**config.mk**
```make
export PLATFORM = sky130hd
export DESIGN_NAME = bp_io_cce_arbiter
export DESIGN_NICKNAME = d
export VERILOG_FILES = /design/src/rtl/bp_io_cce_arbiter.sv
export SDC_FILE = /design/constraint.sdc
export NUM_CORES = 1
export LEC_CHECK = 0
export CORE_AREA = 8 8 358 360
export CTS_CLUSTER_SIZE = 14
export DETAILED_ROUTE_END_ITERATION = 8
export DIE_AREA = 0 0 366 368
export GPL_TIMING_DRIVEN = 0
export PLACE_DENSITY = 0.31
export SLEW_MARGIN = 0
export SYNTH_ARGS = -nofsm -noshare
export SYNTH_HDL_FRONTEND = slang
export SYNTH_SLANG_ARGS = --single-unit
```
**constraint.sdc**
```tcl
create_clock -name clk_i -period 2.47 [get_ports clk_i]
set_input_delay 0.494 -clock clk_i [delete_from_list [all_inputs] [get_ports clk_i]]
set_output_delay 0.494 -clock clk_i [all_outputs]
set_load 0.03 [all_outputs]
```
**src/rtl/bp_io_cce_arbiter.sv**
```systemverilog
// Round-robin arbiter that shares one IO command/response channel between LCE requesters; grant to io_cmd_v_o is 1 cycle.
// Grants stall on a busy output register, exhausted credits or a fence; responses wait on the ready of the requester they are steered to.
module bp_io_cce_arbiter #(
    parameter int num_req_p         = 4,
    parameter int msg_width_p       = 128,
    parameter int lce_id_width_p    = 4,
    parameter int max_outstanding_p = 8
) (
    input  logic                                     clk_i,
    input  logic                                     reset_n_i,
    input  logic [num_req_p*msg_width_p-1:0]         req_i,
    input  logic [num_req_p-1:0]                     req_v_i,
    output logic [num_req_p-1:0]                     req_yumi_o,
    output logic [msg_width_p-1:0]                   io_cmd_o,
    output logic                                     io_cmd_v_o,
    input  logic                                     io_cmd_ready_i,
    input  logic [msg_width_p-1:0]                   io_resp_i,
    input  logic [lce_id_width_p-1:0]                io_resp_lce_id_i,
    input  logic                                     io_resp_v_i,
    output logic                                     io_resp_yumi_o,
    output logic [msg_width_p-1:0]                   resp_o,
    output logic [num_req_p-1:0]                     resp_v_o,
    input  logic [num_req_p-1:0]                     resp_ready_i,
    input  logic                                     fence_i,
    output logic                                     fence_done_o,
    output logic [$clog2(max_outstanding_p+1)-1:0]   credits_o,
    output logic                                     route_err_o
);

    localparam int ptr_width_lp    = (num_req_p > 1) ? $clog2(num_req_p) : 1;
    localparam int credit_width_lp = $clog2(max_outstanding_p + 1);
    localparam bit pow2_lp         = ((num_req_p & (num_req_p - 1)) == 0);

    localparam logic [credit_width_lp-1:0] credit_max_lp = credit_width_lp'(max_outstanding_p);
    localparam logic [credit_width_lp-1:0] credit_one_lp = credit_width_lp'(1);
    localparam logic [ptr_width_lp-1:0]    ptr_last_lp   = ptr_width_lp'(num_req_p - 1);
    localparam logic [ptr_width_lp-1:0]    ptr_one_lp    = ptr_width_lp'(1);
    localparam logic [lce_id_width_p-1:0]  num_req_id_lp = lce_id_width_p'(num_req_p);
    localparam logic [num_req_p-1:0]       onehot0_lp    = num_req_p'(1);

    typedef enum logic [1:0] {e_run, e_drain, e_fenced} state_e;

    state_e                       state;
    logic [ptr_width_lp-1:0]      ptr;
    logic [ptr_width_lp-1:0]      winner;
    logic                         any_req;
    logic                         grant;
    logic                         reg_free;
    logic [msg_width_p-1:0]       cmd_r;
    logic                         cmd_v_r;
    logic                         cmd_v_next;
    logic [credit_width_lp-1:0]   credits_r;
    logic [credit_width_lp-1:0]   credits_next;
    logic                         fence_done_r;
    logic                         route_err_r;
    logic [ptr_width_lp-1:0]      resp_idx;
    logic                         routable;

    // Scan downward so the requester closest to the pointer is the last (winning) assignment.
    always_comb begin
        winner  = ptr;
        any_req = 1'b0;
        for (int i = num_req_p - 1; i >= 0; i--) begin
            if (req_v_i[(int'(ptr) + i) % num_req_p]) begin
                winner  = ptr_width_lp'((int'(ptr) + i) % num_req_p);
                any_req = 1'b1;
            end
        end
    end

    assign reg_free   = !cmd_v_r || io_cmd_ready_i;
    assign grant      = (state == e_run) && !fence_i && reg_free && (credits_r < credit_max_lp) && any_req;
    assign req_yumi_o = grant ? (onehot0_lp << winner) : '0;
    assign cmd_v_next = grant || (cmd_v_r && !io_cmd_ready_i);

    // Non-power-of-two counts cannot fold the id, so out-of-range ids are dropped but still return a credit.
    assign resp_idx       = io_resp_lce_id_i[ptr_width_lp-1:0];
    assign routable       = pow2_lp || (io_resp_lce_id_i < num_req_id_lp);
    assign resp_v_o       = (io_resp_v_i && routable) ? (onehot0_lp << resp_idx) : '0;
    assign io_resp_yumi_o = io_resp_v_i && (!routable || resp_ready_i[resp_idx]);
    assign resp_o         = io_resp_i;

    always_comb begin
        credits_next = credits_r;
        if (grant && !io_resp_yumi_o)
            credits_next = credits_r + credit_one_lp;
        else if (!grant && io_resp_yumi_o && (credits_r != '0))
            credits_next = credits_r - credit_one_lp;
    end

    always_ff @(posedge clk_i or negedge reset_n_i) begin
        if (!reset_n_i) begin
            cmd_r       <= '0;
            cmd_v_r     <= 1'b0;
            credits_r   <= '0;
            ptr         <= '0;
            route_err_r <= 1'b0;
        end else begin
            if (grant) begin
                cmd_r <= req_i[winner*msg_width_p +: msg_width_p];
                ptr   <= (winner == ptr_last_lp) ? '0 : winner + ptr_one_lp;
            end
            cmd_v_r     <= cmd_v_next;
            credits_r   <= credits_next;
            route_err_r <= io_resp_v_i && !routable;
        end
    end

    always_ff @(posedge clk_i or negedge reset_n_i) begin
        if (!reset_n_i) begin
            state        <= e_run;
            fence_done_r <= 1'b0;
        end else begin
            case (state)
                e_run: begin
                    if (fence_i)
                        state <= e_drain;
                end
                e_drain: begin
                    if (!fence_i) begin
                        state <= e_run;
                    end else if (!cmd_v_next && (credits_next == '0)) begin
                        state        <= e_fenced;
                        fence_done_r <= 1'b1;
                    end
                end
                e_fenced: begin
                    if (!fence_i) begin
                        state        <= e_run;
                        fence_done_r <= 1'b0;
                    end
                end
                default: begin
                    state        <= e_run;
                    fence_done_r <= 1'b0;
                end
            endcase
        end
    end

    assign io_cmd_o     = cmd_r;
    assign io_cmd_v_o   = cmd_v_r;
    assign credits_o    = credits_r;
    assign fence_done_o = fence_done_r;
    assign route_err_o  = route_err_r;

endmodule

```
==> impl_metrics.tcl, run 1 <==
set metrics [dict create \
    run_status "complete, but fails checks" \
    area_delta_synth_final_pct 112 \
    avgViaCountPerCell 3.69 \
    number_of_sinks_driven_by_the_clock_tree 138 \
    count_of_warnings_emitted_by_yosys 0 \
    rows 129 \
    fin_crit_sh_pct 115 \
    vias_in_the_first_global_route 15327 \
    avgRoutedWirePerCell_microns 26.3 \
    synth.avg_cell_area_sq_um 8.30 \
    total_power_per_unit_cell_area_mw_per_mm2 975 \
    ctsRootBufferMaster "sky130_fd_sc_hd__clkbuf_16" \
    power_frac_comb_pct 67.1 \
    yosys_register_bits 138 \
    cp.required_ns 1.98 \
    fill_cell_instance_count_of_the_final_layout 13770 \
    clkPwrFrac_pct 14.3 \
    cts_htree_levels 4 \
    drv_slew 0 \
    worst_min_delay_path_category "reg2reg" \
    routability_congestion_estimate_from_global_placement 0.894 \
    placement.io_buffers 797 \
    synth_cell_types 41 \
    path_delay_family "simple AND/OR/NAND/NOR gates" \
    drt_wl_total_microns 98900 \
    final_cell_mix "sky130_fd_sc_hd__clkdlybuf4s50_1, sky130_fd_sc_hd__and3_1, sky130_fd_sc_hd__a211oi_1, sky130_fd_sc_hd__buf_4, sky130_fd_sc_hd__nand2_1" \
    pre_cts_ws_ns -2.35 \
    synth_top_cell_area_share_pct 32.9 \
    report.final.hold_viol_count 0 \
    critPathCaptureType "output pin" \
    max_freq_ghz 0.352 \
    grt.total_usage_pct 14.0 \
    cts_made_buffers 17 \
    synth.top_cells.by_area "sky130_fd_sc_hd__dfrtp_1, sky130_fd_sc_hd__a211oi_1, sky130_fd_sc_hd__and3_1" \
    number_of_synthesized_flops_with_an_enable_pin 0 \
    synth_sequential_area_ratio_pct 32.9 \
    share_of_total_power_consumed_by_net_switching_pct 51.0 \
    fp.dieH_microns 368 \
    clk_transition_reported_paths_ns 0.07 \
    mappedNetlistNets 1928 \
    power_report.internal_total_mw 10.6 \
    pin_count 929 \
    worst_clock_skew_ns 0.0115 \
    slowest_delay_ns 0.43 \
    crit_slowest_cell "sky130_fd_sc_hd__dfrtp_2" \
    synth_area_leader_cell "sky130_fd_sc_hd__dfrtp_1" \
    grt_max_degree 79 \
    multi_input_area_sq_mm 0.00607 \
    later_pin_clock_latency_in_the_skew_report_ns 0.50 \
    initial_core_utilization_pct 8.56 \
    crit_path_max_fanout 4 \
    design_area_sq_mm 0.0223 \
    fin_nets 2754 \
    placedInstanceArea_sq_mm 0.0206 \
    layout_cell_share_with_drive_strength_beyond_1_pct 18.5 \
    crit_path_cell_trace "or3_1, nand4b_1, nand2_4, clkbuf_16, buf_12, clkinv_8, ha_4, and2_4, buf_8" \
    die_extent_in_x_microns 366 \
    most_frequent_standard_cell_in_the_layout_excluding_fill_and_tap_cells "sky130_fd_sc_hd__clkdlybuf4s50_1" \
    globalRoute.totalOverflow 0 \
    layout_min_cycle_time_ns 2.84 \
    startpoint_type "register" \
    seqPwrFrac_pct 18.6 \
    async_reset_ff_share_pct 100 \
    max_slew_margin_pct 44.4 \
    grt_pass1_wl_microns 132000 \
    ctsLongestPathBuffers 2 \
    tightestPinTransition_ns 0.834 \
    critPathArrivalTime_ns 2.35 \
    netSwitchingPower_mw 11.1 \
    finalSetupViolations 24 \
    setup.worst_path.class "reg2out" \
    drtPass1Iterations 5 \
    via_count 13858 \
    max_cap_violations 0 \
    synth-main-ff-cell "sky130_fd_sc_hd__dfrtp_1" \
    syn-cell-area_sq_mm 0.0105 \
    dpl.hpwl_microns 83100 \
    power_leakage_nw 8.92 \
    synthesized_instance_count 1265 \
    drc 0 \
    floorplan.core_area_sq_mm 0.123 \
    cp_num_buf_inv 4 \
    cts_tree "built" \
    die-area_sq_mm 0.135 \
    failed_checks "negative setup slack" \
    seq_area_sq_mm 0.00345 \
    irDropWorstVdd_mv 0.551 \
    worst_slack_ns -0.371 \
    drt-initial-drc-count 756 \
    antenna_found_initial 22 \
    rsz_0062_raised_after_global_routing "true" \
    ant_nets 0 \
]
[worst paths after layout]
path / start / to / slack, ns / cells after the start
max: ptr[1]$_DFFE_PN0P_ / req_yumi_o[0] / -0.37 / 9
min: io_cmd_o[118]$_DFFE_PN0P_ / io_cmd_o[118]$_DFFE_PN0P_ / 0.48 / 2
max reg2reg: ptr[0]$_DFFE_PN0P_ / io_cmd_o[103]$_DFFE_PN0P_ / -0.19 / 7
min reg2reg: io_cmd_o[118]$_DFFE_PN0P_ / io_cmd_o[118]$_DFFE_PN0P_ / 0.48 / 2
max in group asynchronous: reset_n_i / io_cmd_o[77]$_DFFE_PN0P_ / 1.00 / 3
min in group asynchronous: reset_n_i / io_cmd_o[126]$_DFFE_PN0P_ / 0.52 / 2
[metal layers]
metal	GRT usage [%]	routed length, microns
met4	3.35	1730
met3	5.03	8210
met1	15.4	37800
met5	0	34
met2	25.5	51100
[final cells by class]
class,instances,share of cell area [%]
Timing Repair Buffer,807,36.5
Multi-Input combinational cell,848,27.3
Sequential cell,138,15.5
Tap cell,1637,9.20
Buffer,271,8.28
Clock buffer,21,2.02
Clock inverter,11,0.872
Inverter,8,0.208
Antenna cell,12,0.135
[Yosys cell counts (3+ instances only)]
cell type	number
sky130_fd_sc_hd__o21ai_0	5
sky130_fd_sc_hd__o31ai_1	130
sky130_fd_sc_hd__buf_1	5
sky130_fd_sc_hd__buf_4	129
sky130_fd_sc_hd__and2_1	5
sky130_fd_sc_hd__nand4_1	4
sky130_fd_sc_hd__dfrtp_1	138
sky130_fd_sc_hd__buf_2	12
sky130_fd_sc_hd__nor2_1	7
sky130_fd_sc_hd__inv_1	8
sky130_fd_sc_hd__nand2b_1	3
sky130_fd_sc_hd__nand3_1	3
sky130_fd_sc_hd__clkbuf_1	124
sky130_fd_sc_hd__and3_1	256
sky130_fd_sc_hd__nand2_1	139
sky130_fd_sc_hd__ha_1	6
sky130_fd_sc_hd__a211oi_1	256
sky130_fd_sc_hd__nor3_1	5
[registers in the layout (all words and copies together) (netlist names)]
register / flops
io_cmd_v_o: 1
state: 2
fence_done_o: 1
credits_o: 4
io_cmd_o: 128
ptr: 2
[through the flow]
step           power, mW  std cells   TNS, ns  utilization (%)  hold slack [ns]
3_3_place_gp        18.0       3699  -1140.40             16.7            0.464
3_5_place_dp        18.0       3701   -198.67             16.8            0.468
6_report            21.7       3753     -2.93             18.1            0.479
4_1_cts             22.0       3740     -3.64             17.9            0.485
5_1_grt             23.2       3747    -11.57             18.1            0.504
2_1_floorplan       10.8       1265         0                -            0.198
[power by group through the flow]
stage          Sequential, mW  Clock, mW  Combinational [mW]
6_report                 4.04       3.11                14.5
5_1_grt                  4.19       3.34                15.7
4_1_cts                  4.07       3.27                14.7
3_5_place_dp             4.09          0                13.9
3_3_place_gp             4.07          0                13.9
2_1_floorplan            5.89          0                4.90
[worst reg2reg max path, stage by stage, from the launching register on]
cell and delay, ns:
sky130_fd_sc_hd__dfrtp_1 0.42, sky130_fd_sc_hd__nor2b_1 0.09, sky130_fd_sc_hd__o21ai_2 0.29, sky130_fd_sc_hd__buf_1 0.67
sky130_fd_sc_hd__clkbuf_1 0.49, sky130_fd_sc_hd__and3_1 0.27, sky130_fd_sc_hd__a211oi_1 0.09, sky130_fd_sc_hd__o31ai_1 0.24
[kinds of logic (layout without fill, tap and decap cells)]
family	after synthesis	after routing	synth area share, %
and+or+nand+nor	434	434	22.5
AOI/OAI and AO/OA	404	404	28.9
buffers and inverters	279	1118	14.7
DFF	138	138	32.9
adders and majority gates	6	6	0.715
muxes	2	2	0.191
other	1	13	0.0357
xor gates and xnor gates	1	1	0.0834
[what timing repair did]
action | 4_1_cts | 5_1_grt
pin swaps | 4 | 4
resized for setup | 234 | 105
buffers inserted | 6 | 1
setup endpoints to repair | 140 | 122
endpoints found under the hold margin | 60 | 0
hold buffers | 1 | 0
Note: power is estimated with default switching activity, not from simulation.
==> run 2, diff against run 1 <==
==> constraint.sdc (replaced) <==
create_clock -name clk_i -period 2.47 [get_ports clk_i]
set_input_delay 0.3705 -clock clk_i [delete_from_list [all_inputs] [get_ports clk_i]]
set_output_delay 0.3705 -clock clk_i [all_outputs]
set_load 0.03 [all_outputs]
==> run 2 against run 1 <==
Effect of this change: the flow still finishes with violations (negative setup slack); final cell count grew 0.21%; critical path depth grew 1; non-clock buffer count grew 7; register-to-register slack gained 0.06 ns; sequential power grew 1%; first-iteration DRC count grew 14%; clock skew grew 0.026 ns.
==> impl_metrics.tcl, run 2 (same netlist as run 1, synthesis figures left out) <==
set metrics [dict create \
    layout_min_cycle_time_ns 2.72 \
    drc 0 \
    later_pin_clock_latency_in_the_skew_report_ns 0.53 \
    setup-tns-final_ns -2.74 \
    cts_made_buffers 17 \
    top_signal_layer_used "met5" \
    drtPass1Iterations 5 \
    slowest_delay_ns 0.48 \
    max_cap_violations 0 \
    startpoint_type "input pin" \
    crit_path_cell_trace "clkdlybuf4s50_1, or3_1, nand4b_1, nand2_4, clkbuf_16, buf_12, clkinv_8, ha_4, and2_4, buf_6" \
    placement.io_buffers 797 \
    max_freq_ghz 0.367 \
    crit_slowest_cell "sky130_fd_sc_hd__clkdlybuf4s50_1" \
    most_frequent_standard_cell_in_the_layout_excluding_fill_and_tap_cells "sky130_fd_sc_hd__clkdlybuf4s50_1" \
    crit_path_max_fanout 4 \
    ant_nets 0 \
    die_extent_in_x_microns 366 \
    die-area_sq_mm 0.135 \
    total_power_per_unit_cell_area_mw_per_mm2 965 \
    vias_in_the_first_global_route 15319 \
    cts_tree "built" \
    rows 129 \
    area_delta_synth_final_pct 108 \
    dpl.hpwl_microns 81200 \
    postLayoutCoreUtil_pct 17.8 \
    floorplan.core_area_sq_mm 0.123 \
    setup.worst_path.class "in2out" \
    ctsLongestPathBuffers 2 \
    number_of_flip_flops_under_the_largest_register_name 128 \
    worst_slack_ns -0.252 \
    final_cell_mix "sky130_fd_sc_hd__clkdlybuf4s50_1, sky130_fd_sc_hd__and3_1, sky130_fd_sc_hd__a211oi_1, sky130_fd_sc_hd__buf_4, sky130_fd_sc_hd__nand2_1" \
    antenna_found_initial 33 \
    fin_crit_sh_pct 110 \
    cp.required_ns 2.10 \
    failed_checks "negative setup slack" \
    number_of_sinks_driven_by_the_clock_tree 138 \
    max_slew_margin_pct 40.0 \
    tightestPinTransition_ns 0.900 \
    critPathArrivalTime_ns 2.35 \
    via_count 13861 \
    dpl.cell_count 3700 \
    run_status "complete, but fails checks" \
    fill_cell_instance_count_of_the_final_layout 13799 \
    cts_htree_levels 4 \
    finalSetupViolations 34 \
    fp.dieH_microns 368 \
    met3_length_microns 6900 \
    layout_cell_share_with_drive_strength_beyond_1_pct 15.9 \
    ctsRootBufferMaster "sky130_fd_sc_hd__clkbuf_16" \
    irDropWorstVdd_mv 0.683 \
    avgViaCountPerCell 3.69 \
    drt_wl_total_microns 98300 \
    worst_clock_skew_ns 0.0377 \
    drv_slew 0 \
    dr_wl_met2_microns 50600 \
    routedLengthMet1_microns 39400 \
    initial_core_utilization_pct 8.56 \
    post_layout_nonfiller_instances 3761 \
    globalRoute.totalOverflow 0 \
    rsz_0062_raised_after_global_routing "true" \
    power_leakage_nw 8.78 \
    worst_min_delay_path_category "in2async" \
    clk_transition_reported_paths_ns 0.07 \
    critPathCaptureType "output pin" \
    avgRoutedWirePerCell_microns 26.1 \
    report.final.hold_viol_count 0 \
    grt.total_usage_pct 13.9 \
    pin_count 929 \
    drt-initial-drc-count 861 \
    grt_max_degree 82 \
    fin_nets 2761 \
    routability_congestion_estimate_from_global_placement 0.853 \
    grt_pass1_wl_microns 132000 \
]
[run 2: changes by cell type in the layout (fill, tap and decap cells not counted), sizes merged]
| cell | previous run | this run |
|---|---|---|
| clkbuf | 136 | 137 |
| dlymetal6s2s | 3 | 0 |
| clkdlybuf4s15 | 1 | 0 |
| clkinv | 6 | 5 |
| dlygate4sd2 | 6 | 1 |
| clkinvlp | 2 | 4 |
| clkdlybuf4s50 | 782 | 790 |
| bufinv | 5 | 1 |
| diode | 12 | 13 |
| inv | 6 | 10 |
| buf | 170 | 176 |
[run 2: worst paths after layout]
path | startpoint | endpoint | slack, ns | depth (start not counted)
worst min-delay path | reset_n_i | io_cmd_o[123]$_DFFE_PN0P_ | 0.45 | 2
worst max register to register | ptr[1]$_DFFE_PN0P_ | io_cmd_o[12]$_DFFE_PN0P_ | -0.13 | 10
min in group clk_i | io_cmd_o[34]$_DFFE_PN0P_ | io_cmd_o[34]$_DFFE_PN0P_ | 0.48 | 2
worst max-delay path | req_v_i[2] | req_yumi_o[1] | -0.25 | 10
worst min register to register | io_cmd_o[34]$_DFFE_PN0P_ | io_cmd_o[34]$_DFFE_PN0P_ | 0.48 | 2
max in group asynchronous | reset_n_i | io_cmd_o[40]$_DFFE_PN0P_ | 1.13 | 3
[run 2: area by class of cell]
type | instances | area [sq um] | share of cell area (%)
clock buffers | 20 | 467 | 2.14
inverters | 8 | 42.5 | 0.195
diodes | 13 | 32.5 | 0.149
well taps | 1637 | 2050 | 9.39
plain buffers | 270 | 1770 | 8.12
clock inverters | 12 | 114 | 0.522
repair buffers | 815 | 8150 | 37.3
multi-input cells | 848 | 5740 | 26.3
flip-flops and latches | 138 | 3450 | 15.8
[run 2: critical path: cells and delay by family]
family,cells,cell delay [ns]
and+or+nand+nor,4,0.85
buffers and inverters,5,1.00
adders and majority gates,1,0.11
[run 2: through the flow]
stage	cell area (sq um)	total power [mW]	setup WS, ns	hold slack [ns]
final	21800	21.1	-0.252	0.453
after global routing	21800	22.4	-0.340	0.490
after CTS	21600	21.4	-0.376	0.482
after detailed placement	20600	17.8	-1.99	0.467
after global placement	20500	17.9	-6.73	0.461
after floorplan	10500	10.8	0.232	0.0749
[run 2: where the power goes]
group / switching (mW) / leakage (nW) / total [mW] / internal (mW)
sequential: 0.778 / 1.72 / 4.08 / 3.30
clock: 1.39 / 0.276 / 2.87 / 1.47
combinational: 8.78 / 6.78 / 14.1 / 5.33
total: 11.0 / 8.78 / 21.1 / 10.1
[run 2: repair_timing]
action                                 in CTS  in global routing
setup endpoints to repair                 136                133
hold buffers                                1                  0
setup buffers                              10                  6
pin swaps                                   3                  6
resized for setup                         176                 78
endpoints found under the hold margin      80                  0
[run 2: metal layers]
| layer | track usage [%] | vias up |
|---|---|---|
| li1 | - | 6342 |
| met1 | 15.8 | 6812 |
| met2 | 25.4 | 623 |
| met3 | 4.38 | 72 |
| met4 | 3.06 | 12 |
| met5 | 0 | - |
==> run 3, diff against run 2 <==
Settings changed: RECOVER_POWER set to 100.
==> run 3 against run 2 <==
Effect of this change: the flow finishes with violations (max-slew violations, negative setup slack); combinational power decreased by 3%; maximum frequency decreased by 0.12%; flip-flop and latch count unchanged; sequential power is 1% lower; non-clock buffer count is the same; worst setup slack got worse by 0.0033 ns; critical endpoint unchanged; largest cell class unchanged.
==> impl_metrics.tcl, run 3 (same netlist as run 1, synthesis figures left out) <==
set metrics [dict create \
    run_status "complete, but fails checks" \
    failed_checks "max-slew violations, negative setup slack" \
    rsz_0062_raised_after_global_routing "true" \
    placement.io_buffers 797 \
    cts_made_buffers 17 \
    drt-initial-drc-count 839 \
    max_freq_ghz 0.367 \
    fp.dieH_microns 368 \
    critPathArrivalTime_ns 2.35 \
    grt_pass1_wl_microns 132000 \
    avgRoutedWirePerCell_microns 26.1 \
    drc 0 \
    globalRoute.totalOverflow 0 \
    design_area_sq_mm 0.0218 \
    initial_core_utilization_pct 8.56 \
    drv_slew 30 \
    report.final.hold_viol_count 0 \
    ant_nets 0 \
    die_extent_in_x_microns 366 \
    max_cap_violations 0 \
    finalSetupViolations 38 \
    fin_crit_sh_pct 110 \
    setup.reg_to_reg.worst_slack_ns -0.13 \
    grt.total_usage_pct 13.9 \
    report.power.total_mw 20.6 \
    cts_htree_levels 4 \
    number_of_sinks_driven_by_the_clock_tree 138 \
    max_slew_margin_pct -1.12 \
    rows 129 \
    ctsLongestPathBuffers 2 \
    floorplan.core_area_sq_mm 0.123 \
    grt_max_degree 82 \
    placedInstanceArea_sq_mm 0.0206 \
    clk_transition_reported_paths_ns 0.07 \
    later_pin_clock_latency_in_the_skew_report_ns 0.53 \
    antenna_found_initial 34 \
    irDropWorstVdd_mv 0.681 \
    critPathCaptureType "output pin" \
    power_leakage_nw 9.00 \
    worst_min_delay_path_category "reg2reg" \
    number_of_flip_flops_under_the_largest_register_name 128 \
    vias_in_the_first_global_route 15319 \
    dpl.hpwl_microns 81200 \
    worst_clock_skew_ns 0.0372 \
    drtPass1Iterations 5 \
    cp.required_ns 2.10 \
    layout_cell_share_with_drive_strength_beyond_1_pct 15.8 \
    tightestPinTransition_ns 1.52 \
    setup.worst_path.class "in2out" \
    routability_congestion_estimate_from_global_placement 0.853 \
    drt_wl_total_microns 98300 \
    layout_min_cycle_time_ns 2.73 \
    ctsRootBufferMaster "sky130_fd_sc_hd__clkbuf_16" \
    fin_nets 2761 \
    most_frequent_standard_cell_in_the_layout_excluding_fill_and_tap_cells "sky130_fd_sc_hd__clkdlybuf4s50_1" \
    die-area_sq_mm 0.135 \
    crit_path_max_fanout 4 \
    startpoint_type "input pin" \
    worst_slack_ns -0.255 \
    final_cell_mix "sky130_fd_sc_hd__clkdlybuf4s50_1, sky130_fd_sc_hd__dlygate4sd3_1, sky130_fd_sc_hd__and3_1, sky130_fd_sc_hd__a211oi_1, sky130_fd_sc_hd__buf_4" \
    avgViaCountPerCell 3.70 \
    pin_count 929 \
    total_power_per_unit_cell_area_mw_per_mm2 945 \
    cts_tree "built" \
    area_delta_synth_final_pct 107 \
    via_count 13938 \
]
## run 3: cell count changes in the layout (fill, tap and decap cells not counted), sizes merged
cell,change
buf,-6
clkbuf,+6
clkdlybuf4s50,-267
diode,+1
dlygate4sd3,+267
## run 3: critical path, cell delays in order
cell and delay [ns]:
sky130_fd_sc_hd__clkdlybuf4s50_1 0.48, sky130_fd_sc_hd__or3_1 0.38, sky130_fd_sc_hd__nand4b_1 0.20, sky130_fd_sc_hd__nand2_4 0.14
sky130_fd_sc_hd__clkbuf_16 0.20, sky130_fd_sc_hd__buf_12 0.14, sky130_fd_sc_hd__clkinv_8 0.05, sky130_fd_sc_hd__ha_4 0.11
sky130_fd_sc_hd__and2_4 0.13, sky130_fd_sc_hd__buf_6 0.13
## run 3: what timing repair did
action / CTS / global route
setup endpoints to repair: 136 / 133
pin swaps: 3 / 6
buffers inserted: 10 / 6
resized for setup: 176 / 78
cloned: 0 / 0
hold endpoints to repair: 80 / 0
hold buffers: 1 / 0
## run 3: worst paths after layout
kind,start,to,cells after the start
min in group asynchronous,reset_n_i,io_cmd_o[123]$_DFFE_PN0P_,2
worst max-delay path,req_v_i[2],req_yumi_o[1],10
worst min register to register,io_cmd_o[43]$_DFFE_PN0P_,io_cmd_o[43]$_DFFE_PN0P_,2
worst min-delay path,io_cmd_o[43]$_DFFE_PN0P_,io_cmd_o[43]$_DFFE_PN0P_,2
max in group asynchronous,reset_n_i,io_cmd_o[43]$_DFFE_PN0P_,3
worst max register to register,ptr[1]$_DFFE_PN0P_,io_cmd_o[12]$_DFFE_PN0P_,10
## run 3: stage by stage
step / util (%) / cells / setup slack, ns / TNS [ns] / hold slack, ns
final: 17.8 / 3762 / -0.255 / -2.62 / 0.477
after global routing: 17.7 / 3754 / -0.340 / -10.62 / 0.500
after CTS: 17.6 / 3743 / -0.376 / -5.08 / 0.482
after detailed placement: 16.8 / 3700 / -1.99 / -174.38 / 0.467
after global placement: 16.7 / 3699 / -6.73 / -1181.29 / 0.461
after floorplan: - / 1265 / 0.232 / 0 / 0.0749
## run 3: area by class of cell
cell class | instances | area, sq um
antenna | 14 | 35.0
buffer | 270 | 1770
fill | 13803 | 101000
tap | 1637 | 2050
multi-input combinational | 848 | 5730
clock inverter | 12 | 114
timing repair buffer | 815 | 8120
sequential | 138 | 3450
inverter | 8 | 42.5
clock buffer | 20 | 467
## run 3: metal layers
| layer | vias up | global-route usage, % | share of wire (%) |
|---|---|---|---|
| met1 | 6879 | 15.8 | 40 |
| met4 | 12 | 3.06 | 1.4 |
| met3 | 66 | 4.38 | 7.2 |
| met5 | - | 0 | 0.071 |
| met2 | 629 | 25.4 | 52 |
| li1 | 6352 | - | - |
## run 3: where the power goes
group	internal [mW]	leakage (nW)	total, mW	switching (mW)
logic	4.91	7.00	13.7	8.78
registers	3.30	1.72	4.03	0.731
clock network	1.47	0.276	2.86	1.39
